File: config.mk
export PLATFORM = sky130hd
export DESIGN_NAME = data_memory_sync_flat
export DESIGN_NICKNAME = d
export VERILOG_FILES = /design/src/rtl/data_memory_sync_if.sv /design/src/rtl/data_memory_sync.sv /design/src/flat_wrapper.sv
export SDC_FILE = /design/constraint.sdc
export NUM_CORES = 2
export LEC_CHECK = 0
export ABC_CLOCK_PERIOD_IN_PS = 9100
export BUFFER_PORTS_ARGS = -buffer_cell sky130_fd_sc_hd__buf_2
export CAP_MARGIN = 20
export CORE_ASPECT_RATIO = 1.75
export CORE_MARGIN = 2
export CORE_UTILIZATION = 40
export CTS_CLUSTER_SIZE = 14
export DETAILED_ROUTE_END_ITERATION = 16
export PLACE_DENSITY_LB_ADDON = 0.2
export SETUP_SLACK_MARGIN = 0.4
export SKIP_CTS_REPAIR_TIMING = 1
export SLEW_MARGIN = 20
export SYNTH_ARGS = -nofsm -noshare
export SYNTH_HDL_FRONTEND = slang
export SYNTH_SLANG_ARGS = --single-unit
File: constraint.sdc
create_clock -name CLK -period 9.1 [get_ports CLK]
set_input_delay 0.91 -clock CLK [delete_from_list [all_inputs] [get_ports CLK]]
set_output_delay 0.91 -clock CLK [all_outputs]
set_load 0.02 [all_outputs]
File: src/rtl/data_memory_sync_if.sv
// ----------------------------------------------------------------------------
// data_memory_sync_if
// Request/response bundle between the MEM stage and the data memory.
//   MemRead   : read request, sampled at the rising edge
//   MemWrite  : write request, sampled at the rising edge
//   ALUResult : word address shared by read and write
//   WriteData : store data
//   ReadData  : registered read data (holds until the next accepted read)
//   ReadValid : one-cycle strobe, ReadData updated by the previous edge's read
//   Busy      : clear sequence running, requests are ignored
// Modports: master = pipeline side, slave = memory side.
// ----------------------------------------------------------------------------
interface data_memory_sync_if #(
    parameter int DATA_W = 8,
    parameter int ADDR_W = 8
);
    logic              MemRead;
    logic              MemWrite;
    logic [ADDR_W-1:0] ALUResult;
    logic [DATA_W-1:0] WriteData;
    logic [DATA_W-1:0] ReadData;
    logic              ReadValid;
    logic              Busy;

    modport master (
        output MemRead, MemWrite, ALUResult, WriteData,
        input  ReadData, ReadValid, Busy
    );

    modport slave (
        input  MemRead, MemWrite, ALUResult, WriteData,
        output ReadData, ReadValid, Busy
    );
endinterface

File: src/rtl/data_memory_sync.sv
// ----------------------------------------------------------------------------
// data_memory_sync
// Parametrised synchronous-read data memory for the MEM stage. After reset a
// two-state FSM writes CLEAR_VAL into one word per cycle; Busy stays high
// until the last word is written and requests are ignored meanwhile.
// Ports:
//   CLK   : clock, all state changes on the rising edge
//   reset : synchronous, active-high
//   bus   : data_memory_sync_if.slave (request inputs, ReadData/ReadValid/Busy)
// RDW_MODE selects same-address read-during-write: 0 = old data, 1 = new data.
// ----------------------------------------------------------------------------
module data_memory_sync #(
    parameter int                DATA_W    = 8,
    parameter int                ADDR_W    = 8,
    parameter int                RDW_MODE  = 0,
    parameter logic [DATA_W-1:0] CLEAR_VAL = '0
) (
    input  logic               CLK,
    input  logic               reset,
    data_memory_sync_if.slave  bus
);
    localparam int DEPTH = 1 << ADDR_W;

    localparam logic [0:0] ST_CLEAR = 1'b0;
    localparam logic [0:0] ST_READY = 1'b1;

    // Counter is one bit wider than the address so it never wraps.
    localparam logic [ADDR_W:0] LAST_WORD = (ADDR_W + 1)'(DEPTH - 1);
    localparam logic [ADDR_W:0] CNT_ONE   = (ADDR_W + 1)'(1);

    logic [DATA_W-1:0] mem [DEPTH];

    logic [0:0]        state_reg;
    logic [ADDR_W:0]   clr_cnt_reg;
    logic [DATA_W-1:0] read_data_reg;
    logic              read_valid_reg;
    logic              busy_reg;

    logic              ready;
    logic              wr_en;
    logic [ADDR_W-1:0] wr_addr;
    logic [DATA_W-1:0] wr_data;

    assign ready = (state_reg == ST_READY);

    // Single write port shared by the clear sequencer and the pipeline.
    // A reset edge never writes the array.
    always_comb begin
        wr_en   = 1'b0;
        wr_addr = bus.ALUResult;
        wr_data = bus.WriteData;
        if (!reset) begin
            if (state_reg == ST_CLEAR) begin
                wr_en   = 1'b1;
                wr_addr = clr_cnt_reg[ADDR_W-1:0];
                wr_data = CLEAR_VAL;
            end else if (bus.MemWrite) begin
                wr_en = 1'b1;
            end
        end
    end

    always_ff @(posedge CLK) begin
        if (wr_en) begin
            mem[wr_addr] <= wr_data;
        end
    end

    // Registered read port. Read and write share one address, so a
    // simultaneous read+write is always a same-address access; the
    // non-blocking array update makes the plain array read "old data".
    always_ff @(posedge CLK) begin
        if (reset) begin
            read_data_reg  <= '0;
            read_valid_reg <= 1'b0;
        end else if (ready && bus.MemRead) begin
            read_valid_reg <= 1'b1;
            if (RDW_MODE == 1 && bus.MemWrite) begin
                read_data_reg <= bus.WriteData;
            end else begin
                read_data_reg <= mem[bus.ALUResult];
            end
        end else begin
            read_valid_reg <= 1'b0;
        end
    end

    // Clear sequencer: one word per edge, leaves CLEAR on the edge that
    // writes the last word.
    always_ff @(posedge CLK) begin
        if (reset) begin
            state_reg   <= ST_CLEAR;
            clr_cnt_reg <= '0;
            busy_reg    <= 1'b1;
        end else begin
            case (state_reg)
                ST_CLEAR: begin
                    clr_cnt_reg <= clr_cnt_reg + CNT_ONE;
                    if (clr_cnt_reg == LAST_WORD) begin
                        state_reg <= ST_READY;
                        busy_reg  <= 1'b0;
                    end
                end
                default: begin
                    state_reg <= ST_READY;
                end
            endcase
        end
    end

    assign bus.ReadData  = read_data_reg;
    assign bus.ReadValid = read_valid_reg;
    assign bus.Busy      = busy_reg;

endmodule

File: src/flat_wrapper.sv
// flat-port wrapper written by rule: the top's interface ports become plain ports
module data_memory_sync_flat 
#(
    parameter int                DATA_W    = 8,
    parameter int                ADDR_W    = 8,
    parameter int                RDW_MODE  = 0,
    parameter logic [DATA_W-1:0] CLEAR_VAL = '0
)
  (CLK, reset, bus_MemRead, bus_MemWrite, bus_ALUResult, bus_WriteData, bus_ReadData, bus_ReadValid, bus_Busy);
  data_memory_sync_if #(.DATA_W(DATA_W), .ADDR_W(ADDR_W)) bus_i ();
  input  logic CLK;
  input  logic reset;
  input wire logic [$bits(bus_i.MemRead)-1:0] bus_MemRead;
  input wire logic [$bits(bus_i.MemWrite)-1:0] bus_MemWrite;
  input wire logic [$bits(bus_i.ALUResult)-1:0] bus_ALUResult;
  input wire logic [$bits(bus_i.WriteData)-1:0] bus_WriteData;
  output wire logic [$bits(bus_i.ReadData)-1:0] bus_ReadData;
  output wire logic [$bits(bus_i.ReadValid)-1:0] bus_ReadValid;
  output wire logic [$bits(bus_i.Busy)-1:0] bus_Busy;
  assign bus_i.MemRead = bus_MemRead;
  assign bus_i.MemWrite = bus_MemWrite;
  assign bus_i.ALUResult = bus_ALUResult;
  assign bus_i.WriteData = bus_WriteData;
  assign bus_ReadData = bus_i.ReadData;
  assign bus_ReadValid = bus_i.ReadValid;
  assign bus_Busy = bus_i.Busy;
  data_memory_sync #(.DATA_W(DATA_W), .ADDR_W(ADDR_W), .RDW_MODE(RDW_MODE), .CLEAR_VAL(CLEAR_VAL)) u_core (.CLK(CLK), .reset(reset), .bus(bus_i));
endmodule
== Word level (Yosys, flattened, before mapping) ==
Memory sizes are Yosys's and may differ from the RTL's. A register that Yosys moved wholly into a read port is not among the register bits.
Cells that the tools add are included.
Storage, ports and cells
  memories: 1
  word-level logic and storage cells: 22
  RAM bits: 2048
  register bits after elaboration: 12
Memory list
  u_core.mem: depth 256, width 8, read ports 1, clocked after Yosys merged registers in 1, wr ports 1, RTL line data_memory_sync.sv:31  | logic [DATA_W-1:0] mem [DEPTH];
Cells by class
  bitwise gates (word level): 1
  equality and inequality tests: 1
  reduce and logical (&&, ||, !) cells: 2
  mux-type cells: 12
  add/sub/neg operators: 1
Operators by type and width (number)
  2-to-1 mux 8 bit: 4
  adder 9 x 1 -> 9 bit (second input constant): 1
  equality test 9 x 8 -> 1 bit (second input constant): 1
  2-to-1 mux 1 bit: 8
  AND reduction 2 bit: 1
  logical AND 1 bit: 1
  inverter 1 bit: 1

== Logic depth before layout (Yosys ltp) ==
  depth after elaboration: 5
  gate-level depth with buffers: 12
  depth with buffers taken out: 7

== Worst setup path before layout ==
OpenSTA, ideal clock, no wires.
  path kind: input to register
  from: input port reset
  to: memory u_core.mem[0][0], data pin
  buffers on the path: 2
  data required time: 8.231 ns
  arrival: 4.830 ns
  path slack: 3.401 ns
  library setup time: 0.869 ns
  cell stages on the path: 4
  path through: clkbuf_1 > or2_2 > clkbuf_1 > and2_1
On the way
  cells in the longest elaborated chain, start to end: 1
Ends and longest elaborated chain
  start, declared: RTL line flat_wrapper.sv:12  | input logic reset;
  2-to-1 mux 8 bit: RTL line data_memory_sync.sv:52  | if (!reset) begin
  via u_core.wr_data[0]: RTL line data_memory_sync.sv:42  | logic [DATA_W-1:0] wr_data;
  end, declared: RTL line data_memory_sync.sv:31
The timed path passes the listed nets, and every way through them passes these cells.

==> results.py <==
metrics = {
    "synth": {
        "synth_cells": 4154,
        "yosys_register_bits": 2068,
        "syn_nets": 4176,
        "yosys_warnings": 0,
        "post_synth_edffs": 2048,
        "syn-cell-area_um2": 81000,
        "post_synth_num_cell_types": 71,
        "ys_async_sr_fraction_pct": 0,
        "synth_sequential_area_ratio_pct": 76.4,
        "synth_top_cell_by_area": "sky130_fd_sc_hd__edfxtp_1",
        "netlist.area_leader.share_pct": 75.9,
        "yosys-top-cells-area": "sky130_fd_sc_hd__edfxtp_1 (76%), sky130_fd_sc_hd__mux4_2 (8.8%), sky130_fd_sc_hd__mux2i_1 (4.9%)",
        "synth_flop_type": "sky130_fd_sc_hd__edfxtp_1",
        "syn_avg_cell_area_um2": 19.5,
    },
    "critical_path": {
        "critical_path.cell_chain": "buf_8, buf_4, buf_4, mux4_2, nand2_1, a21oi_1, a2111oi_0, nor3_1, o2111a_1, a221o_1",
        "timing.critical_path.from": "bus_ALUResult[0]",
        "worstPathBufferInverterCount": 3,
        "critical_path_required_ns": 9.80,
        "crit_path_max_fanout": 49,
        "critical-path-max-stage-delay_ns": 0.99,
        "setup.reg_to_reg.worst_slack_ns": 4.51,
        "critPathSlowestCell": "sky130_fd_sc_hd__a2111oi_0",
        "path_delay_family": "compound AO/OA/AOI/OAI gates",
        "worst_path_most_repeated_cell": "sky130_fd_sc_hd__buf_4",
        "critical_path.endpoint_type": "register",
        "criticalPathCategory": "in2reg",
        "worstSetupStartpointType": "input port",
        "arrival_ns": 5.42,
        "timing.rr.start": "u_core.ready",
    },
    "pwr": {
        "power.total_mw": 19.0,
        "p_leak_nw": 28.3,
        "vdd_drop_max_mv": 0.143,
        "cellPowerDensity_nw_per_um2": 212,
    },
    "route": {
        "avgViaCountPerCell": 5.78,
        "firstDrtPassIters": 7,
        "drc_errors": 0,
        "routed_wl_um": 230000,
        "remaining_antenna_violation_count_after_routing": 0,
        "via_count": 40500,
        "routed_len_inst_um": 32.9,
        "drt_iter0_drc": 3900,
    },
    "cts": {
        "clkLatencyLatePin_ns": 0.83,
        "cts_num_sinks": 2068,
        "clk_root_buffer_cell": "sky130_fd_sc_hd__clkbuf_16",
        "clock_tree.htree_level_count": 4,
        "cts_made_buffers": 189,
        "clock_tree_from_tritoncts": "built",
        "path_clk_slew_ns": 0.06,
        "clk_path_buf_depth": 4,
    },
    "timing": {
        "finalSetupViolCount": 0,
        "layout_worst_path_cycle_share_pct": 51.9,
        "max_slew_margin_pct": 17.6,
        "hold_violations": 0,
        "rsz_0062_raised_after_global_routing": "no",
        "min_cycle_time_layout_ns": 4.72,
        "final.setup_skew_ns": 0.0328,
        "worstMarginPinSlew_ns": 1.22,
        "timing_max_transition_violations_final": 0,
        "totalNegativeSetupSlack_ns": 0,
        "fmaxAchievable_ghz": 0.212,
        "final.hold.worst_slack_ns": 0.491,
    },
    "global_routing": {
        "grt_util_all_layers_pct": 22.3,
        "initial_antenna_violation_count": 9,
        "grt-ovfl-total": 0,
        "maximum_number_of_pins_on_one_net_before_global_route_repair": 213,
        "global_route_wire_length_before_repair_um": 323000,
        "first_global_vias": 42100,
    },
    "placement": {
        "detailed_place_hpwl_um": 147000,
        "placed_cells": 6681,
        "io_buffers": 29,
        "gp_routability_congestion": 0.856,
        "placed_standard_cell_area_um2": 83900,
    },
    "floorplan": {
        "coreArea_um2": 201000,
        "die_area_um2": 206000,
        "die-height_um": 599,
        "io_pins": 30,
        "floorplan.rows": 218,
        "die-width_um": 344,
        "initial_utilization_pct": 40.3,
    },
    "finish": {
        "fin_cells": 7002,
        "largest_register_ff_count": 2048,
        "drive_above_1_share_pct": 16.8,
        "final_nets": 4256,
        "final_area_um2": 89500,
        "syn_to_final_growth_pct": 10.5,
    },
    "job": {
        "drv.max_cap_violation_count": 0,
    },
    "status": {
        "status": "finished clean",
    },
    "worst_hold_path": {
        "min_from": "u_core.bus.ReadData[3]",
        "hp-class": "reg2reg",
    },
}
## worst paths after layout
check,cells past startpoint,to
worst max register to register,5,u_core.mem[131][5]
worst min register to register,2,u_core.bus.ReadData[3]
worst min-delay path,2,u_core.bus.ReadData[3]
worst max-delay path,10,u_core.bus.ReadData[0]
## cells by family after synthesis
family	synth area share, %
AO/OA/AOI/OAI	4.45
XOR/XNOR	0.0757
adder cells (fa/ha/maj)	0.0309
buffers and inverters	2.11
flip-flops	76.4
multiplexers	13.8
AND/OR/NAND/NOR	3.09
## routing by layer
metal | up-vias | share of wire, % | wire length (um) | track usage [%]
met3 | 423 | 4.7 | 10700 | 2.65
li1 | 17200 | - | - | -
met5 | - | 0.0070 | 16 | 0
met2 | 1345 | 53 | 123000 | 40.3
met4 | 2 | 6.4 | 14700 | 12.3
met1 | 21500 | 36 | 82100 | 25.4
## synth_stat cells, types with 23 or more instances
| cell type | count |
|---|---|
| sky130_fd_sc_hd__buf_2 | 56 |
| sky130_fd_sc_hd__mux4_2 | 315 |
| sky130_fd_sc_hd__buf_4 | 40 |
| sky130_fd_sc_hd__buf_6 | 37 |
| sky130_fd_sc_hd__nand3_1 | 28 |
| sky130_fd_sc_hd__o21ai_0 | 31 |
| sky130_fd_sc_hd__clkbuf_1 | 79 |
| sky130_fd_sc_hd__mux2i_1 | 394 |
| sky130_fd_sc_hd__a21oi_1 | 100 |
| sky130_fd_sc_hd__nor2_1 | 294 |
| sky130_fd_sc_hd__o221ai_1 | 60 |
| sky130_fd_sc_hd__nand2_1 | 167 |
| sky130_fd_sc_hd__nor3_1 | 23 |
| sky130_fd_sc_hd__o22ai_1 | 135 |
| sky130_fd_sc_hd__a211oi_1 | 49 |
| sky130_fd_sc_hd__a2111oi_0 | 47 |
| sky130_fd_sc_hd__edfxtp_1 | 2048 |
## layout by cell type, fill, tap and decap left out, drive strengths merged, types with 20 or more instances in the layout
master,instances
clkbuf,248
a2111oi,48
nand3,29
mux4,321
a211oi,50
o21ai,41
o221ai,61
buf,138
nand2,168
dfxtp,20
a21oi,100
nor2,294
edfxtp,2048
clkinv,51
mux2i,394
nor3,23
a221oi,21
o22ai,135
## report_power, final
part	internal, mW	switching (mW)	total (mW)
Clock	4.17	3.39	7.56
Sequential	10.5	0.00407	10.5
Combinational	0.283	0.692	0.975
Total	14.9	4.09	19.0
## per-stage QoR
| stage | worst slack, ns | util (%) |
|---|---|---|
| after global routing | 4.29 | 44.5 |
| final | 4.38 | 44.5 |
| after detailed placement | 3.61 | 41.7 |
| after global placement | 2.46 | 41.6 |
| after floorplan | 3.40 | - |
| after CTS | 4.47 | 44.4 |
## area by class of cell
class                   instances  area (um2)
fillers                     17300      112000
flip-flops and latches       2068       61900
multi-input cells            1832       17600
clock buffers                 248        5080
well taps                    2640        3300
repair buffers                138        1130
clock inverters                61         524
diodes                         10        25.0
inverters                       5        22.5
## worst register-to-register path, stage by stage (launching register included)
cell,delay [ns]
sky130_fd_sc_hd__dfxtp_1,0.75
sky130_fd_sc_hd__nor2_2,0.33
sky130_fd_sc_hd__o31ai_1,1.01
sky130_fd_sc_hd__nand3_1,0.83
sky130_fd_sc_hd__buf_4,0.53
sky130_fd_sc_hd__nor2_1,0.76
(Power assumes the default switching activity.)
